<file path="src/rtl/cpu_phase_pkg.sv">
// cpu_phase_pkg: state encodings, default widths and latency constants shared by the phase sequencer and its bench
package cpu_phase_pkg;
    localparam int CNT_W_DEF   = 32;
    localparam int WAIT_W_DEF  = 4;
    localparam int MIN_LAT_ALU = 4;
    localparam int MIN_LAT_MEM = 5;
    localparam logic [2:0] ST_IDLE    = 3'b000;
    localparam logic [2:0] ST_FETCH   = 3'b001;
    localparam logic [2:0] ST_DECODE  = 3'b010;
    localparam logic [2:0] ST_EXECUTE = 3'b011;
    localparam logic [2:0] ST_MEMORY  = 3'b100;
    localparam logic [2:0] ST_WRITE   = 3'b101;
    localparam logic [2:0] ST_PAUSE   = 3'b110;
    localparam logic [2:0] ST_HALT    = 3'b111;
    typedef enum logic [2:0] {
        S_IDLE    = ST_IDLE,
        S_FETCH   = ST_FETCH,
        S_DECODE  = ST_DECODE,
        S_EXECUTE = ST_EXECUTE,
        S_MEMORY  = ST_MEMORY,
        S_WRITE   = ST_WRITE,
        S_PAUSE   = ST_PAUSE,
        S_HALT    = ST_HALT
    } state_e;
endpackage

</file>
<file path="src/rtl/cpu_phase_seq_wait_timer.sv">
// phase_wait_timer: counts consecutive not-ready cycles of a memory handshake and flags the timeout
// Ports: clk, rst (sync, active-high), active (handshake phase in progress), ready (handshake done),
//        expire (MAX_WAIT-th consecutive not-ready cycle; a ready in that cycle suppresses it)
module phase_wait_timer
    import cpu_phase_pkg::*;
#(
    parameter int WAIT_W   = WAIT_W_DEF,
    parameter int MAX_WAIT = 15
) (
    input  logic clk,
    input  logic rst,
    input  logic active,
    input  logic ready,
    output logic expire
);
    localparam logic [WAIT_W-1:0] LAST = WAIT_W'(MAX_WAIT - 1);
    logic [WAIT_W-1:0] cnt_q, cnt_d;
    logic waiting;
    always_comb begin
        waiting = active && !ready;
        cnt_d   = waiting ? cnt_q + 1'b1 : '0;
        expire  = waiting && cnt_q == LAST;
    end
    always_ff @(posedge clk) begin
        if (rst) cnt_q <= '0;
        else     cnt_q <= cnt_d;
    end
endmodule

</file>
<file path="src/rtl/cpu_phase_seq.sv">
// cpu_phase_seq: multi-cycle fetch/decode/execute/memory/write sequencer with handshakes, step mode and timeout fault
// Ports: clk, rst (sync, active-high); run, halt_req, need_mem, need_wb, step_mode, step, imem_ready, dmem_ready in;
//        imem_req, dmem_req, if_en..pc_en phase enables, state, halted, fault, cycle_cnt, instret_cnt, stall_cnt out.
// Build option: define CPU_PHASE_STALL_CNT_EN to build the stall counter; otherwise stall_cnt is tied to 0.
module cpu_phase_seq
    import cpu_phase_pkg::*;
#(
    parameter int CNT_W    = CNT_W_DEF,
    parameter int WAIT_W   = WAIT_W_DEF,
    parameter int MAX_WAIT = 15
) (
    input  logic             clk,
    input  logic             rst,
    input  logic             run,
    input  logic             halt_req,
    input  logic             need_mem,
    input  logic             need_wb,
    input  logic             step_mode,
    input  logic             step,
    input  logic             imem_ready,
    input  logic             dmem_ready,
    output logic             imem_req,
    output logic             dmem_req,
    output logic             if_en,
    output logic             id_en,
    output logic             ex_en,
    output logic             mem_en,
    output logic             wb_en,
    output logic             pc_en,
    output logic [2:0]       state,
    output logic             halted,
    output logic             fault,
    output logic [CNT_W-1:0] cycle_cnt,
    output logic [CNT_W-1:0] instret_cnt,
    output logic [CNT_W-1:0] stall_cnt
);
    state_e state_q, state_d;
    logic fault_q, step_q, expire, wait_active, wait_ready, step_rise, live, active_cyc;
    logic [CNT_W-1:0] cycle_q, instret_q;
    phase_wait_timer #(.WAIT_W(WAIT_W), .MAX_WAIT(MAX_WAIT)) u_timer (
        .clk    (clk),
        .rst    (rst),
        .active (wait_active),
        .ready  (wait_ready),
        .expire (expire)
    );
    always_comb begin
        live        = !fault_q;
        wait_active = live && (state_q == S_FETCH || state_q == S_MEMORY);
        wait_ready  = state_q == S_FETCH ? imem_ready : dmem_ready;
        step_rise   = step && !step_q;
        active_cyc  = live && state_q != S_IDLE && state_q != S_HALT;
        state_d     = state_q;
        if (live) begin
            case (state_q)
                S_IDLE:    state_d = run ? S_FETCH : S_IDLE;
                S_FETCH:   state_d = imem_ready ? S_DECODE : S_FETCH;
                S_DECODE:  state_d = S_EXECUTE;
                S_EXECUTE: state_d = halt_req ? S_HALT : need_mem ? S_MEMORY : S_WRITE;
                S_MEMORY:  state_d = dmem_ready ? S_WRITE : S_MEMORY;
                S_WRITE:   state_d = step_mode ? S_PAUSE : S_FETCH;
                S_PAUSE:   state_d = (!step_mode || step_rise) ? S_FETCH : S_PAUSE;
                default:   state_d = S_HALT;
            endcase
        end
        if_en    = live && state_q == S_FETCH;
        imem_req = if_en;
        id_en    = live && state_q == S_DECODE;
        ex_en    = live && state_q == S_EXECUTE;
        dmem_req = live && state_q == S_MEMORY;
        pc_en    = live && state_q == S_WRITE;
        mem_en   = dmem_req || pc_en;
        wb_en    = pc_en && need_wb;
        halted   = live && state_q == S_HALT;
        fault    = fault_q;
        state    = fault_q ? ST_HALT : state_q;
    end
    always_ff @(posedge clk) begin
        if (rst) begin
            state_q   <= S_IDLE;
            fault_q   <= 1'b0;
            step_q    <= 1'b0;
            cycle_q   <= '0;
            instret_q <= '0;
        end else begin
            state_q   <= state_d;
            fault_q   <= fault_q || expire;
            step_q    <= step;
            cycle_q   <= cycle_q + CNT_W'(active_cyc);
            instret_q <= instret_q + CNT_W'(pc_en);
        end
    end
    assign cycle_cnt   = cycle_q;
    assign instret_cnt = instret_q;
`ifdef CPU_PHASE_STALL_CNT_EN
    logic [CNT_W-1:0] stall_q;
    always_ff @(posedge clk) begin
        if (rst) stall_q <= '0;
        else     stall_q <= stall_q + CNT_W'(wait_active && !wait_ready);
    end
    assign stall_cnt = stall_q;
`else
    assign stall_cnt = '0;
`endif
endmodule
</file>
<file path="config.mk">
export PLATFORM = sky130hd
export DESIGN_NAME = cpu_phase_seq
export DESIGN_NICKNAME = d
export VERILOG_FILES = /design/src/rtl/cpu_phase_pkg.sv /design/src/rtl/cpu_phase_seq_wait_timer.sv /design/src/rtl/cpu_phase_seq.sv
export SDC_FILE = /design/constraint.sdc
export NUM_CORES = 1
export LEC_CHECK = 0
export ABC_AREA = 0
export BUFFER_PORTS_ARGS = -buffer_cell sky130_fd_sc_hd__clkbuf_2
export CORE_MARGIN = 5
export CORE_UTILIZATION = 45
export CTS_CLUSTER_DIAMETER = 60
export DETAILED_ROUTE_END_ITERATION = 8
export HOLD_SLACK_MARGIN = 0.02
export PLACE_DENSITY = 0.72
export SYNTH_ARGS = -nofsm -noshare
export SYNTH_HDL_FRONTEND = slang
export SYNTH_SLANG_ARGS = --single-unit
</file>
<file path="constraint.sdc">
create_clock -name clk -period 3.5 [get_ports clk]
set_clock_uncertainty 0.05 [all_clocks]
set_input_delay 0.175 -clock clk [delete_from_list [all_inputs] [get_ports clk]]
set_output_delay 0.175 -clock clk [all_outputs]
set_load 0.02 [all_outputs]
</file>
# After elaboration in Yosys (flattened, before gate mapping)
# Cells that the tools add are included.
dict set report word_totals {
  regBits 73
  output_inout_bits 109
  elab_cells 53
}
dict set report classes {
  n_addsub 3
  n_eq_ne 9
  muxes 10
  bitwise_logic 1
  n_reduce_logical 24
}
# cell n
set op_table {}
lappend op_table {{$add 32x1->32} 2}
lappend op_table {{$pmux 3 s7} 1}
lappend op_table {{$logic_and 1x1->1} 13}
lappend op_table {{$eq 3x3->1 const B} 4}
lappend op_table {{$mux 3} 3}
lappend op_table {{$eq 3x2->1 const B} 2}
lappend op_table {{$add 4x1->4 const B} 1}
lappend op_table {{$eq 4x4->1 const B} 1}
lappend op_table {{$logic_not 1->1} 4}
lappend op_table {{$logic_or 1x1->1} 4}
lappend op_table {{$mux 1} 4}
lappend op_table {{$mux 2} 2}
lappend op_table {{$eq 3x1->1 const B} 1}
lappend op_table {{$logic_not 3->1} 1}
lappend op_table {{$ne 3x3->1 const B} 1}
lappend op_table {{$reduce_bool 3->1} 1}
lappend op_table {{$reduce_or 2->1} 1}
lappend op_table {{$not 1->1} 1}

# Logic depth before layout (Yosys ltp)
# Gate-level depths: netlist of run 1.
dict set report depth {
  depth_word 6
  depth_mapped 12
  ltp_nobuf 11
}

# Cells and area by module
# From an unflattened synthesis of run 1, not the netlist that was laid out.
dict set report unflattened {
  cells_unflattened 430
  area_unflattened_um2 3671.0
}
# mod instances cells_each area_each_um2 seq_area_each_um2
set modules_own_cells {}
lappend modules_own_cells {cpu_phase_seq 1 412 3483.3 1381.3}
lappend modules_own_cells {phase_wait_timer 1 18 187.7 80.1}

# Worst setup path after synthesis of run 1
# No wires, ideal clock.
dict set report synth_path {
  path_type {reg2reg}
  start {register state_q[0]}
  end {register instret_q[14], in the netlist instret_cnt[14]}
  arrival_time_ps 2483
  required_ps 3322
  setup_slack_ps 839
  path_stages_with_launch 11
  cell_sequence {dfxtp_1 clkbuf_1 nand2_1 nor2_1 ha_1 ha_1 nand3_1 nor4_1 nand3_1 xor2_1 nor2_1}
}
dict set report synth_between {
  elab_chain_len 3
}
# element line
set synth_rtl {}
lappend synth_rtl {{start, declared} cpu_phase_seq.sv:37} ;# state_e state_q, state_d;
lappend synth_rtl {{start signal, assigned} cpu_phase_seq.sv:86} ;# state_q <= state_d;
lappend synth_rtl {{$eq 3x3->1} cpu_phase_seq.sv:71} ;# pc_en = live && state_q == S_WRITE;
lappend synth_rtl {{$logic_and 1x1->1} cpu_phase_seq.sv:71}
lappend synth_rtl {{named net pc_en} cpu_phase_seq.sv:29} ;# output logic pc_en,
lappend synth_rtl {{$add 32x1->32} cpu_phase_seq.sv:90} ;# instret_q <= instret_q + CNT_W'(pc_en);
lappend synth_rtl {{end signal, assigned} cpu_phase_seq.sv:90}
lappend synth_rtl {{end, declared} cpu_phase_seq.sv:39} ;# logic [CNT_W-1:0] cycle_q, instret_q;
# The timed path passes the listed nets, and every way through them passes these cells.
# A chain may end at the register's enable or synchronous reset.

# Final worst setup path of run 1
dict set report layout_path {
  start {register state_q[2]}
  end {register instret_q[18], in the netlist instret_cnt[18]}
}
dict set report layout_between {
  elab_chain_len 3
}
# element line
set layout_rtl {}
lappend layout_rtl {{$eq 3x3->1} cpu_phase_seq.sv:71}
lappend layout_rtl {{$logic_and 1x1->1} cpu_phase_seq.sv:71}
lappend layout_rtl {{$add 32x1->32} cpu_phase_seq.sv:90}
# Every way passes these cells.

==> flow_summary_export.csv, run 1 <==
group,metric,value,unit
sta,max_freq,360,MHz
route,first_iter_violations,71,
die,fp.dieH,99.8,um
place,gp_congestion,0.863,
pwr,clkPwrFrac,0.398,
synth,synth.most_common_cell,"nor2_1",
synth,yosysSeqAreaShare,0.403,
die,num_rows,32,
setup_path,crit_path_top_delay_cell,"nor4_1",
outcome,outcome,"complete, no violations",
clock_network,clkLatencyLatePin,320,ps
cells_and_area,layout.nets,531,
cells_and_area,drive_gt1_frac,0.210,
global_routing,antenna_found_initial,0,
clock_network,post_cts_resized,0,
sta,fin_setup_tns,0,ps
synth,synth-edff-count,0,
sta,period_minus_slack,2780,ps
setup_path,cp_max_fo,13,
synth,syn_inst,433,
sta,worst_slack,722,ps
cells_and_area,area.sequential,1460,sq um
synth,yosys.area.top_type,"dfxtp_1",
cells_and_area,fillers,750,
synth,synthArstFlopShare,0,
synth,synthFlopType,"dfxtp_1",
setup_path,cp.required,3620,ps
die,core,7770,sq um
clock_network,htree_levels,3,
sta,worst_pin_slew,1010,ps
pwr,combinationalPowerShare,0.080,
clock_network,cts_hold_buf,0,
sta,final_hold_viol_count,0,
pwr,p_int,1.23,mW
place,dp_slack,724,ps
route,finalWirelength,7770,um
synth,ys_seq_elements,73,
pwr,ir_drop,0.221,mV
cells_and_area,antenna_cells,0,
clock_network,clock-root-buffer,"clkbuf_8",
cells_and_area,final_cells,621,
global_routing,grt_pass1_vias,2834,
setup_path,worstPathArrival,2900,ps
pwr,power_frac_seq,0.522,
synth,ys_types,39,
route,remaining_drc_errors,0,
synth,yosys-top-cells-area,"dfxtp_1 (40%), nor2_1 (7.8%), xor2_1 (7.2%)",
setup_path,cp_num_buf_inv,0,
place,placedCellCount,605,
die,dieArea,9950,sq um
route,avgViaCountPerCell,4.95,
clock_network,cts_made_buffers,9,
synth,synth_top_area_frac,0.403,
die,die_w,99.8,um
route,dr.pass1.iters,4,
synth,synth_compound_area_frac,0.0511,
setup_path,slowest_delay,670,ps
clock_network,path_clk_slew,80,ps
sta,setup_viol,0,
cells_and_area,finalInstanceArea,4200,sq um
setup_path,reg2reg_slack,720,ps
synth,synthMuxAreaShare,0,
sta,rsz0062_at_grt,"false",
synth,ys_top_cells_by_count,"nor2_1 (75), dfxtp_1 (73), buf_4 (33)",
sta,relSlewSlack,0.325,
synth,syn_area_per_cell,8.37,sq um
setup_path,crit_chain,"nand2b_1 -> nor2_1 -> ha_1 -> ha_1 -> nand3_1 -> nor4_1 -> nand2_1 -> xor2_1 -> nor2_1",
synth,netlist_area,3620,sq um
synth,synth_top_family_by_area,"simple AND/OR/NAND/NOR gates",
pwr,leakagePower,1.75,nW
sta,finalMaxSlewViolations,0,
place,port-buffer-count,86,
synth,yosysWarnings,0,
pwr,pwr_density_cell,390,nW/um^2
global_routing,grt_pass1_wl,12900,um
cells_and_area,multi_input_area,1940,sq um
pwr,p_sw,0.410,mW
setup_path,cp-start-kind,"flop",
route,ant_nets,0,
clock_network,cts.path.max_buffers,2,
clock_network,cts.sinks,73,
synth,yosys.area_share.simple,0.295,
synth,synthXorXnorAreaFrac,0.130,
place,placed_cell_area,4000,sq um
cells_and_area,syn2layout_area_growth,15.8,%
clock_network,postCtsSetupBuffers,0,
min_path,hp-class,"input pin to flop",
route,vias,3071,
clock_network,cts_tree,"built",
sta,period_share,0.794,
synth,synthAdderAreaFrac,0.0242,
setup_path,endpoint_kind,"flop",
route,routedWlPerCell,12.5,um
die,io_pins,119,
flow_run,cap_violations,0,
setup_path,cp_top_family,"simple AND/OR/NAND/NOR gates",
setup_path,crit_type,"flop to flop",
global_routing,grt-ovfl-total,0,
pwr,switching_share,0.250,
global_routing,grt_max_degree,50,
place,dpl.hpwl,5740,um
global_routing,grtUsageTotal,0.155,
die,start_util,0.467,
[cell families (layout without fill, tap and decap cells)]
family,after synthesis,after routing
buf+inv,58,113
xor+xnor,54,54
flops,73,73
other cells,1,32
simple gates,209,209
fa+ha+maj,7,7
compound gates,31,31
[power by group through the flow]
stage	logic, mW	clock network (mW)	registers [mW]
5_1_grt	0.144	0.723	0.858
4_1_cts	0.130	0.679	0.855
2_1_floorplan	0.130	0	0.873
3_3_place_gp	0.129	0	0.874
3_5_place_dp	0.129	0	0.875
6_report	0.130	0.652	0.855
[through the flow]
step	power (mW)	utilization	hold slack [ps]
after floorplan	1.00	-	253
after detailed placement	1.00	0.515	371
after CTS	1.66	0.541	23.8
after global routing	1.73	0.541	24.7
after global placement	1.00	0.515	361
final	1.64	0.541	45.6
[registers in the layout, summed over array words and instances, names as in the netlist]
register       count
cycle_cnt         32
fault              1
instret_cnt       32
state_q            3
step_q             1
u_timer.cnt_q      4
[final cells by class]
class	count	area share
Clock inverter	4	0.0125
Multi-Input combinational cell	333	0.461
Inverter	10	0.00894
Timing Repair Buffer	87	0.104
Tap cell	102	0.0304
Clock buffer	12	0.0346
Sequential cell	73	0.348
[layout by cell type (no fill, tap or decap), drive strengths merged]
cell	instances
xor2	30
nor3b	1
nand3b	1
a21oi	12
a21o	1
inv	10
nor2b	7
xnor2	24
a22oi	1
o211ai	1
or2	3
nand2	22
nor3	16
nand3	29
o21ai	9
clkbuf	98
nor4	6
buf	1
a311oi	1
bufinv	1
ha	7
or3	8
and2	4
clkinv	3
a31o	1
a211oi	3
nand2b	5
and4	9
a41oi	1
a221oi	1
dfxtp	73
nor2	75
and3	7
nand4	16
conb	32
[metal layers]
metal / wire length, um / track usage / up-vias
li1: - / - / 1558
met3: 463 / 0.0428 / 4
met4: 40 / 0.0378 / 0
met2: 3590 / 0.243 / 84
met5: 0 / 0 / -
met1: 3680 / 0.211 / 1425
[path summary, 6_finish.rpt]
path	startpoint	to	depth (start not counted)
max	state_q[2]	instret_cnt[18]	9
min	step	step_q	2
max reg2reg	state_q[2]	instret_cnt[18]	9
min reg2reg	u_timer.cnt_q[0]	u_timer.cnt_q[0]	1
(Power assumes the default switching activity.)
==> inputs of run 2 (changes only) <==
clock period = 2.87 ns   (was 3.5 ns; I/O delays follow)
==> flow_summary_export.csv, run 2 (synthesis gave the netlist of run 1 again) <==
group,metric,value,unit
outcome,outcome,"complete, no violations",
route,ant_nets,0,
clock_network,cts_tree,"built",
clock_network,clock-root-buffer,"clkbuf_8",
die,num_rows,32,
route,finalWirelength,7910,um
setup_path,reg2reg_depth,8,
sta,rsz0062_at_grt,"false",
pwr,switching_share,0.254,
die,fp.dieH,99.8,um
pwr,p_int,1.49,mW
setup_path,crit_type,"flop to flop",
setup_path,slowest_delay,550,ps
setup_path,worstPathArrival,2720,ps
sta,fin_setup_tns,0,ps
sta,final_hold_viol_count,0,
cells_and_area,multi_input_area,1940,sq um
clock_network,clkLatencyLatePin,340,ps
flow_run,cap_violations,0,
cells_and_area,fillers,739,
route,routedWlPerCell,12.6,um
setup_path,cp_max_fo,13,
cells_and_area,syn2layout_area_growth,17.5,%
pwr,p_sw,0.507,mW
sta,relSlewSlack,0.634,
place,port-buffer-count,86,
global_routing,grt_max_degree,28,
die,core,7770,sq um
setup_path,r2r-start,"state_q[2]",
setup_path,cp-start-kind,"flop",
setup_path,crit_path_top_delay_cell,"dfxtp_1",
setup_path,critical_path.startpoint,"state_q[2]",
setup_path,crit_chain,"nand2b_1 -> nor2_1 -> ha_1 -> nand4_1 -> nor3_2 -> nand3_2 -> or3_1 -> a21oi_1",
clock_network,htree_levels,3,
cells_and_area,drive_gt1_frac,0.222,
pwr,power_frac_seq,0.522,
setup_path,endpoint_kind,"flop",
cells_and_area,area.sequential,1460,sq um
min_path,worstHoldStart,"step_mode",
sta,worst_slack,358,ps
route,first_iter_violations,134,
die,start_util,0.467,
global_routing,grt-ovfl-total,0,
sta,period_share,0.875,
route,avgViaCountPerCell,5.00,
min_path,hp-class,"input pin to flop",
min_path,whs_path_depth,3,
cells_and_area,mostFrequentLayoutCells,"clkbuf_2 (86), nor2_1 (75), dfxtp_1 (73), conb_1 (32), xor2_1 (30)",
clock_network,cts_made_buffers,9,
pwr,leakagePower,1.79,nW
die,die_w,99.8,um
setup_path,cp.required,3080,ps
place,dpl.hpwl,5920,um
setup_path,reg2reg_slack,360,ps
route,dr.pass1.iters,4,
sta,setup_viol,0,
route,vias,3143,
cells_and_area,layout.nets,539,
clock_network,cts.path.max_buffers,2,
die,io_pins,119,
clock_network,path_clk_slew,70,ps
sta,worst_pin_slew,545,ps
pwr,clkPwrFrac,0.397,
global_routing,antenna_found_initial,0,
place,dp_slack,277,ps
cells_and_area,antenna_cells,0,
global_routing,grt_pass1_wl,13200,um
sta,period_minus_slack,2510,ps
die,dieArea,9950,sq um
sta,max_freq,398,MHz
pwr,p_total,2.00,mW
place,gp_congestion,0.834,
pwr,pwr_density_cell,469,nW/um^2
clock_network,cts.sinks,73,
pwr,ir_drop,0.249,mV
cells_and_area,layout_commonest_cell,"clkbuf_2",
global_routing,grtUsageTotal,0.159,
sta,finalMaxSlewViolations,0,
route,remaining_drc_errors,0,
pwr,combinationalPowerShare,0.081,
global_routing,grt_pass1_vias,2912,
-- run 2: changes by cell type in the layout (fill, tap and decap cells not counted), sizes merged --
| cell | before | now |
|---|---|---|
| clkbuf | 98 | 96 |
| buf | 1 | 8 |
| dlygate4sd3 | 0 | 1 |
| clkinvlp | 0 | 1 |
-- run 2: metal layers --
metal	wire [um]	vias up	GRT usage
met3	540	9	0.0428
met4	87	0	0.0515
li1	-	1577	-
met2	3540	96	0.243
met5	0	-	0
met1	3740	1461	0.217
-- run 2: what timing repair did --
action                     CTS  global route
setup endpoints to repair    0             6
setup buffers                0             1
hold buffers                 1             0
hold endpoints to repair     1             0
resized for setup            0             0
-- run 2: area by class of cell --
type,instances,area share
multi-input combinational,333,0.455
sequential,73,0.343
timing repair buffer,95,0.118
clock buffer,10,0.0323
tap,102,0.0300
clock inverter,5,0.0132
inverter,10,0.00882
-- run 2: worst max-delay path: cells and delay by family, from the launching register on --
family	cells	cell delay (ps)
DFF	1	550
and+or+nand+nor	6	1480
AOI/OAI and AO/OA	1	140
adders and majority gates	1	220
-- run 2: worst paths after layout --
path                      endpoint
setup / recovery   instret_cnt[31]
hold / removal          state_q[1]
setup reg to reg   instret_cnt[31]
hold reg to reg   u_timer.cnt_q[0]
-- run 2: through the flow --
step	util	hold WS (ps)	cells	instance area [sq um]
global placement	0.521	329	611	4050
detailed placement	0.521	334	611	4050
CTS	0.547	99.8	627	4250
floorplan	-	222	464	3740
global route	0.548	152	628	4260
finish	0.548	130	628	4260
-- run 2: power groups by stage --
stage | logic, mW | clock network, mW | registers [mW]
floorplan | 0.159 | 0 | 1.06
global placement | 0.158 | 0 | 1.07
detailed placement | 0.160 | 0 | 1.07
CTS | 0.162 | 0.822 | 1.04
global route | 0.179 | 0.861 | 1.05
finish | 0.161 | 0.793 | 1.04
==> inputs of run 3 (changes only) <==
GPL_TIMING_DRIVEN = 0   (was default)
clock period = 3.25 ns   (was 2.87 ns; I/O delays follow)
==> flow_summary_export.csv, run 3 (synthesis gave the netlist of run 1 again) <==
group,metric,value,unit
min_path,worstHoldStart,"step_mode",
setup_path,crit_type,"flop to flop",
global_routing,grt_pass1_vias,2877,
clock_network,path_clk_slew,70,ps
cells_and_area,mostFrequentLayoutCells,"clkbuf_2 (85), nor2_1 (75), dfxtp_1 (73), buf_4 (33), conb_1 (32)",
place,dp_slack,349,ps
setup_path,cp_max_fo,10,
route,dr.pass1.iters,4,
sta,setup_viol,0,
die,io_pins,119,
cells_and_area,syn2layout_area_growth,24.5,%
pwr,ir_drop,0.271,mV
cells_and_area,multi_input_area,1940,sq um
global_routing,antenna_found_initial,0,
global_routing,grt_max_degree,12,
sta,whs,142,ps
sta,relSlewSlack,0.399,
clock_network,htree_levels,3,
cells_and_area,final_core_util,0.581,
die,core,7770,sq um
die,die_w,99.8,um
outcome,outcome,"complete, no violations",
route,ant_nets,0,
pwr,leakagePower,1.95,nW
cells_and_area,drive_gt1_frac,0.249,
sta,period_share,0.904,
cells_and_area,fillers,743,
global_routing,grt_pass1_wl,13300,um
global_routing,grt-ovfl-total,0,
cells_and_area,antenna_cells,0,
sta,period_minus_slack,2940,ps
setup_path,critical_path.startpoint,"state_q[0]",
place,dpl.hpwl,6300,um
die,num_rows,32,
sta,rsz0062_at_grt,"true",
die,start_util,0.467,
min_path,hp-class,"input pin to flop",
route,remaining_drc_errors,0,
flow_run,cap_violations,0,
global_routing,grtUsageTotal,0.163,
sta,finalMaxSlewViolations,0,
sta,max_freq,341,MHz
place,gp_congestion,0.824,
sta,worst_pin_slew,893,ps
setup_path,endpoint_kind,"flop",
clock_network,cts_made_buffers,9,
pwr,pwr_density_cell,406,nW/um^2
setup_path,worstPathArrival,3100,ps
cells_and_area,layout_commonest_cell,"clkbuf_2",
clock_network,cts_tree,"built",
setup_path,r2r-start,"state_q[0]",
clock_network,cts.sinks,73,
route,finalWirelength,8290,um
die,dieArea,9950,sq um
cells_and_area,layout.nets,578,
clock_network,clock-root-buffer,"clkbuf_8",
route,first_iter_violations,100,
setup_path,cp-start-kind,"flop",
route,vias,3212,
setup_path,cp.required,3410,ps
sta,final_hold_viol_count,0,
route,avgViaCountPerCell,4.81,
clock_network,clkLatencyLatePin,330,ps
die,fp.dieH,99.8,um
place,port-buffer-count,85,
sta,worst_slack,313,ps
route,routedWlPerCell,12.4,um
clock_network,post_cts_resized,0,
cells_and_area,area.sequential,1460,sq um
clock_network,cts.path.max_buffers,2,
clock_network,postCtsSetupBuffers,0,
run 3: worst paths after layout:
kind,endpoint,slack (ps),cells after the start
setup / recovery,instret_cnt[14],310,10
hold / removal,state_q[1],140,3
setup reg to reg,instret_cnt[14],310,10
hold reg to reg,u_timer.cnt_q[0],420,1
run 3: power breakdown:
part	switching, mW	internal, mW	total, mW
registers	0.0100	0.905	0.915
clock network	0.311	0.417	0.728
logic	0.117	0.0707	0.188
run 3: layout make-up:
cell class,count,area share
clock inverters,2,0.00776
flip-flops and latches,73,0.324
inverters,10,0.00832
repair buffers,86,0.0965
multi-input cells,333,0.429
well taps,102,0.0283
clock buffers,14,0.0383
plain buffers,48,0.0677
run 3: repair_timing:
action                     in CTS  in global routing
hold endpoints to repair        1                  0
hold buffers                    1                  0
setup endpoints to repair       0                  1
run 3: critical path, stage by stage (launching register included):
cell and delay (ps):
dfxtp_1 390, clkbuf_1 360, nand2_1 140, nor2_1 180, ha_1 230, ha_1 220
nand3_1 140, nor4_1 700, nand3_1 180, xor2_1 170, nor2_1 50
run 3: through the flow:
step / total power, mW / instance area (sq um) / TNS [ps] / std cells
final: 1.83 / 4510 / 0 / 668
after global routing: 1.91 / 4510 / -12.6 / 668
after CTS: 1.85 / 4510 / 0 / 668
after detailed placement: 1.12 / 4290 / 0 / 651
after global placement: 1.12 / 4290 / 0 / 651
after floorplan: 1.08 / 3740 / 0 / 464
run 3: per-layer routing:
layer | global-route usage | vias up | part of all wire
li1 | - | 1655 | -
met1 | 0.219 | 1448 | 0.48
met2 | 0.249 | 100 | 0.44
met3 | 0.0519 | 9 | 0.071
met4 | 0.0483 | 0 | 0.0098
met5 | 0 | - | 0
